===== src/rtl/signed_multiplier_top_if.sv =====
// Operand/product bundle for the three 4x4 signed multiplier lanes and their self-check status.
// The master side drives the operands; the slave side (the multiplier) returns the products and status.
interface signed_multiplier_top_if;
  logic [3:0] a_sv;
  logic [3:0] b_sv;
  logic [7:0] y_sv;
  logic [3:0] a_v;
  logic [3:0] b_v;
  logic [7:0] y_v;
  logic [3:0] a_vhd;
  logic [3:0] b_vhd;
  logic [7:0] y_vhd;
  logic [2:0] mismatch;
  logic [7:0] err_count;

  modport master (
    output a_sv, b_sv, a_v, b_v, a_vhd, b_vhd,
    input  y_sv, y_v, y_vhd, mismatch, err_count
  );

  modport slave (
    input  a_sv, b_sv, a_v, b_v, a_vhd, b_vhd,
    output y_sv, y_v, y_vhd, mismatch, err_count
  );
endinterface


===== src/rtl/signed_multiplier_top.sv =====
// Three independently built 4x4 two's-complement multipliers (behavioural, shift-and-add, Baugh-Wooley).
// Optional clocked self-check against a reference multiply is compiled in with MULT_SELFCHECK_EN.
module signed_multiplier_top (
  input  logic                         clk,
  input  logic                         reset,
  signed_multiplier_top_if.slave       bus
);

  // Lane sv: behavioural signed multiply on sign-extended operands
  assign bus.y_sv = 8'($signed(bus.a_sv)) * 8'($signed(bus.b_sv));

  // Lane v: four sign-extended partial products; the b[3] row carries weight -8 so it is subtracted
  logic [7:0] a_v_ext;
  logic [7:0] v_pp [4];

  assign a_v_ext = {{4{bus.a_v[3]}}, bus.a_v};

  generate
    for (genvar gi = 0; gi < 4; gi++) begin : g_v_pp
      assign v_pp[gi] = bus.b_v[gi] ? (a_v_ext << gi) : 8'h00;
    end
  endgenerate

  assign bus.y_v = v_pp[0] + v_pp[1] + v_pp[2] - v_pp[3];

  // Lane vhd: Baugh-Wooley array; cross terms with exactly one sign bit are inverted,
  // and 2^4 + 2^7 restores the offset those inversions introduce
  logic [3:0] vhd_pp  [4];
  logic [7:0] vhd_row [4];

  generate
    for (genvar gi = 0; gi < 4; gi++) begin : g_vhd_row
      for (genvar gj = 0; gj < 4; gj++) begin : g_vhd_col
        if ((gi == 3) != (gj == 3)) begin : g_inv
          assign vhd_pp[gi][gj] = ~(bus.a_vhd[gi] & bus.b_vhd[gj]);
        end else begin : g_pos
          assign vhd_pp[gi][gj] = bus.a_vhd[gi] & bus.b_vhd[gj];
        end
      end
      assign vhd_row[gi] = {4'b0000, vhd_pp[gi]} << gi;
    end
  endgenerate

  assign bus.y_vhd = vhd_row[0] + vhd_row[1] + vhd_row[2] + vhd_row[3] + 8'h90;

`ifdef MULT_SELFCHECK_EN
  function automatic logic [7:0] ref_mul(input logic [3:0] a, input logic [3:0] b);
    logic signed [7:0] a_ext;
    logic signed [7:0] b_ext;
    a_ext = 8'($signed(a));
    b_ext = 8'($signed(b));
    return a_ext * b_ext;
  endfunction

  logic [2:0] mismatch_next;
  logic [2:0] mismatch_reg;
  logic [7:0] err_count_reg;

  // Compare against the products as seen on the bus so a fault on any lane output is observed
  assign mismatch_next[0] = bus.y_sv  != ref_mul(bus.a_sv,  bus.b_sv);
  assign mismatch_next[1] = bus.y_v   != ref_mul(bus.a_v,   bus.b_v);
  assign mismatch_next[2] = bus.y_vhd != ref_mul(bus.a_vhd, bus.b_vhd);

  always_ff @(posedge clk) begin
    if (!reset) begin
      mismatch_reg  <= 3'b000;
      err_count_reg <= 8'h00;
    end else begin
      mismatch_reg <= mismatch_next;
      if ((mismatch_reg != 3'b000) && (err_count_reg != 8'hFF)) begin
        err_count_reg <= err_count_reg + 8'h01;
      end
    end
  end

  assign bus.mismatch  = mismatch_reg;
  assign bus.err_count = err_count_reg;
`else
  logic unused_ok;
  assign unused_ok     = clk ^ reset;
  assign bus.mismatch  = 3'b000;
  assign bus.err_count = 8'h00;
`endif

endmodule


===== src/flat_wrapper.sv =====
// flat-port wrapper written by rule: the top's interface ports become plain ports
module signed_multiplier_top_flat 
  (clk, reset, bus_a_sv, bus_b_sv, bus_a_v, bus_b_v, bus_a_vhd, bus_b_vhd, bus_y_sv, bus_y_v, bus_y_vhd, bus_mismatch, bus_err_count);
  signed_multiplier_top_if bus_i ();
  input  logic clk;
  input  logic reset;
  input wire logic [$bits(bus_i.a_sv)-1:0] bus_a_sv;
  input wire logic [$bits(bus_i.b_sv)-1:0] bus_b_sv;
  input wire logic [$bits(bus_i.a_v)-1:0] bus_a_v;
  input wire logic [$bits(bus_i.b_v)-1:0] bus_b_v;
  input wire logic [$bits(bus_i.a_vhd)-1:0] bus_a_vhd;
  input wire logic [$bits(bus_i.b_vhd)-1:0] bus_b_vhd;
  output wire logic [$bits(bus_i.y_sv)-1:0] bus_y_sv;
  output wire logic [$bits(bus_i.y_v)-1:0] bus_y_v;
  output wire logic [$bits(bus_i.y_vhd)-1:0] bus_y_vhd;
  output wire logic [$bits(bus_i.mismatch)-1:0] bus_mismatch;
  output wire logic [$bits(bus_i.err_count)-1:0] bus_err_count;
  assign bus_i.a_sv = bus_a_sv;
  assign bus_i.b_sv = bus_b_sv;
  assign bus_i.a_v = bus_a_v;
  assign bus_i.b_v = bus_b_v;
  assign bus_i.a_vhd = bus_a_vhd;
  assign bus_i.b_vhd = bus_b_vhd;
  assign bus_y_sv = bus_i.y_sv;
  assign bus_y_v = bus_i.y_v;
  assign bus_y_vhd = bus_i.y_vhd;
  assign bus_mismatch = bus_i.mismatch;
  assign bus_err_count = bus_i.err_count;
  signed_multiplier_top u_core (.clk(clk), .reset(reset), .bus(bus_i));
endmodule

===== config.mk =====
export PLATFORM = sky130hd
export DESIGN_NAME = signed_multiplier_top_flat
export DESIGN_NICKNAME = d
export VERILOG_FILES = /design/src/rtl/signed_multiplier_top_if.sv /design/src/rtl/signed_multiplier_top.sv /design/src/flat_wrapper.sv
export SDC_FILE = /design/constraint.sdc
export NUM_CORES = 1
export LEC_CHECK = 0
export CAP_MARGIN = 20
export CORE_MARGIN = 4
export CORE_UTILIZATION = 50
export DETAILED_ROUTE_END_ITERATION = 8
export GPL_TIMING_DRIVEN = 0
export PLACE_DENSITY = 0.95
export SLEW_MARGIN = 25
export SYNTH_ARGS = -nofsm -noshare
export SYNTH_HDL_FRONTEND = slang
export SYNTH_SLANG_ARGS = --single-unit

===== constraint.sdc =====
create_clock -name vclk -period 7.1
set_clock_uncertainty 0.1 [all_clocks]
set_input_delay 0.71 -clock vclk [all_inputs]
set_output_delay 0.71 -clock vclk [all_outputs]
set_load 0.01 [all_outputs]

# After elaboration in Yosys (flattened, before gate mapping)
# Cells that the tools add are included.
# classes
n_mul	1
n_mux	4
add_sub_neg	7
n_bitwise	22
# op_table
cell	count
$mux 8	4
$add 8x8->8	2
$and 1x1->1	16
$add 7x7->8	1
$add 8x8->8 const B	1
$mul 4x4->8	1
$sub 8x8->8	1
$add 6x6->7	1
$add 4x5->6	1
$not 1->1	6
# totals
output_inout_bits	35
in_bits	26
ff_bits	0
elab_cells	34

# Depth between registers and ports, before layout
# logic_depth
word_depth	6
depth_mapped	13
mapped_depth_nobuf	13

# Worst setup path before layout
# No wires, ideal clock.
# synth_timing
path_kind	input to output
start	input bus_a_sv[0]
end	output bus_y_sv[7]
t_arrival_ps	3465
cell_stages	12
path_buffers	0
path_slack_ps	2825
path_cell_list	nand2b_1 -> fa_1 -> fa_1 -> inv_1 -> fa_1 -> ha_1 -> inv_1 -> fa_1 -> inv_1 -> a21o_1 -> a21oi_1 -> xnor2_1
# synth_between
elab_chain_len	1
# synth_lines
item	line	source
start, declared	flat_wrapper.sv:7	input wire logic [$bits(bus_i.a_sv)-1:0] bus_a_sv;
$mul 4x4->8	signed_multiplier_top.sv:10	assign bus.y_sv = 8'($signed(bus.a_sv)) * 8'($signed(bus.b_sv));
end, declared	flat_wrapper.sv:13	output wire logic [$bits(bus_i.y_sv)-1:0] bus_y_sv;
# No other way between the ends.

# Final worst setup path
# layout_timing
start	input bus_b_sv[3]
end	output bus_y_sv[7]
# layout_between
elab_chain_len	1
# layout_lines
item	line	source
start, declared	flat_wrapper.sv:8	input wire logic [$bits(bus_i.b_sv)-1:0] bus_b_sv;
$mul 4x4->8	signed_multiplier_top.sv:10	
# No other way between the ends.

==> results.toml <==
[finish]
seq_area_um2 = 0
num_antenna_cells = 0
clockBufferCount = 0
design.seq.count = 0
fin_nets = 319
final_area_um2 = 2110
fillers = 232
drive_above_1_share = 0.0504
area_growth_pct = 35.8

[timing]
hold_slack_ns = 2.39
max_clock_freq_ghz = 0.184
fin_crit_ns = 5.44
finalCritPeriodShare = 0.766
rsz0062_at_grt = "no"
tns_ns = 0
worst_slack_ns = 1.66
drv_slew = 0
hold_viol = 0
setup_violations = 0

[grt]
gr-usage-met2 = 0.315
overflow = 0
grt_pass1_wl_um = 5330
met3_usage = 0.00876
antenna_found_initial = 0
grt_busiest_layer = "met2"
grt_max_degree = 6
gr-usage-met1 = 0.180
grt_usage = 0.154
grt_pass1_vias = 1346

[yosys]
netlist_instances = 180
synthTopCellsByArea = "fa_1, ha_1, and2_1"
syn_area_um2 = 1560
avgSynthCellArea_um2 = 8.65
synth_common_cells = "inv_1, ha_1, fa_1"
synth_cell_type_count = 17
synth_top_cell_area_share = 0.309
yosysWarnings = 0
yosysTopAreaCell = "fa_1"
synth_most_common_cell = "inv_1"
synth_seq_area_share = 0

[worst_setup_path]
critPathArrivalTime_ns = 4.63
crit_fanout = 5
crit_end = "bus_y_sv[7]"
crit_path_end_kind = "output port"
crit_required_ns = 6.29
timing.setup.critical_path_class = "input pin to output port"
cp-startpoint = "bus_b_sv[3]"
worstSetupStartpointType = "input pin"

[placed_design]
hpwl_um = 2860
gp_congestion = 0.771
dpl_cell_area_um2 = 2110
pre_cts_slack_ns = 1.66
portBuffers = 48

[power_and_ir_drop]
p_per_area_nw_per_um2 = 167
finalPower_uw = 352
p_leak_nw = 1.12
ir_drop_uv = 142

[detailed_routing]
drtIter0Drc = 42
wl_per_cell_um = 11.0
drt_pass1_iterations = 2
detail_route.wirelength_um = 2960
drcViolationCount = 0
via_per_inst = 4.79
vias = 1288
ant_nets = 0

[floorplan]
ioPinCount = 61
rows = 19
die_area_um2 = 4070
core_um2 = 2850
fp.dieW_um = 63.8
start_util = 0.546
die_y_um = 63.8

[job]
max_cap_violations = 0

[worst_hold_path]
hold_class = "input pin to output port"

[cts]
cts_setup_buffers = 0
cts_hold_buf = 0
cts_resized = 0

[outcome]
status = "finished, final reports clean"
==> cells in the final DEF, fill, tap and decap left out, drive strengths merged <==
master	instances
conb	11
nor2b	2
and2	22
clkdlybuf4s50	48
o21ai	1
nand2	22
fa	24
inv	34
nand2b	1
xor2	5
ha	29
buf	11
a21o	6
xnor2	12
o21bai	1
a21oi	7
a211oi	1
mux2	1
==> metal layers <==
metal / vias to the layer above / share of wire
met5: - / 0
met4: 0 / 0.0047
met3: 2 / 0.044
met2: 27 / 0.57
met1: 607 / 0.38
li1: 652 / -
==> final cells by class <==
cell class                      instances  area (µm²)  share of cell area
Inverter                               34         128              0.0604
Multi-Input combinational cell        145        1380               0.655
Buffer                                 11        82.6              0.0391
Timing Repair Buffer                   48         480               0.227
Tap cell                               31        38.8              0.0184
==> critical path: stages <==
cell and delay [ns]:
clkdlybuf4s50_1 0.59, nand2b_1 0.12, fa_1 0.52, fa_1 0.52
inv_1 0.05, fa_1 0.50, ha_1 0.17, inv_1 0.06
fa_1 0.39, inv_1 0.07, a21o_1 0.10, a21oi_1 0.07
xnor2_1 0.18, clkdlybuf4s50_1 0.56
==> cell families (layout without fill, tap and decap cells) <==
family | count (synthesis) | after routing | synth area share
multiplexers | 1 | 1 | 0.00723
buffers and inverters | 45 | 93 | 0.135
adder cells (fa/ha/maj) | 53 | 53 | 0.542
AND/OR/NAND/NOR | 47 | 47 | 0.154
other | 1 | 11 | 0.00241
AO/OA/AOI/OAI | 16 | 16 | 0.0643
XOR/XNOR | 17 | 17 | 0.0957
==> per-stage QoR <==
stage | utilization | instances
4_1_cts | 0.741 | 269
3_5_place_dp | 0.741 | 269
2_1_floorplan | - | 190
3_3_place_gp | 0.741 | 269
5_1_grt | 0.741 | 269
6_report | 0.741 | 269
==> how the worst min path moves through the flow <==
stage | from | endpoint | slack, ns | depth (start not counted)
detailed placement | bus_a_sv[0] | bus_y_sv[0] | 2.40 | 3
floorplan | bus_a_sv[0] | bus_y_sv[0] | 1.46 | 1
global route | bus_a_sv[0] | bus_y_sv[0] | 2.43 | 3
global placement | bus_a_vhd[0] | bus_y_vhd[0] | 2.39 | 3
CTS | bus_a_sv[0] | bus_y_sv[0] | 2.40 | 3
finish | bus_a_sv[0] | bus_y_sv[0] | 2.39 | 3
==> report_power, final <==
| group | total, mW | leakage [nW] | switching (mW) | internal (mW) |
|---|---|---|---|---|
| logic | 0.352 | 1.12 | 0.157 | 0.195 |
| registers | 0 | 0 | 0 | 0 |
| clock network | 0 | 0 | 0 | 0 |
| total | 0.352 | 1.12 | 0.157 | 0.195 |
(Power assumes the default switching activity.)
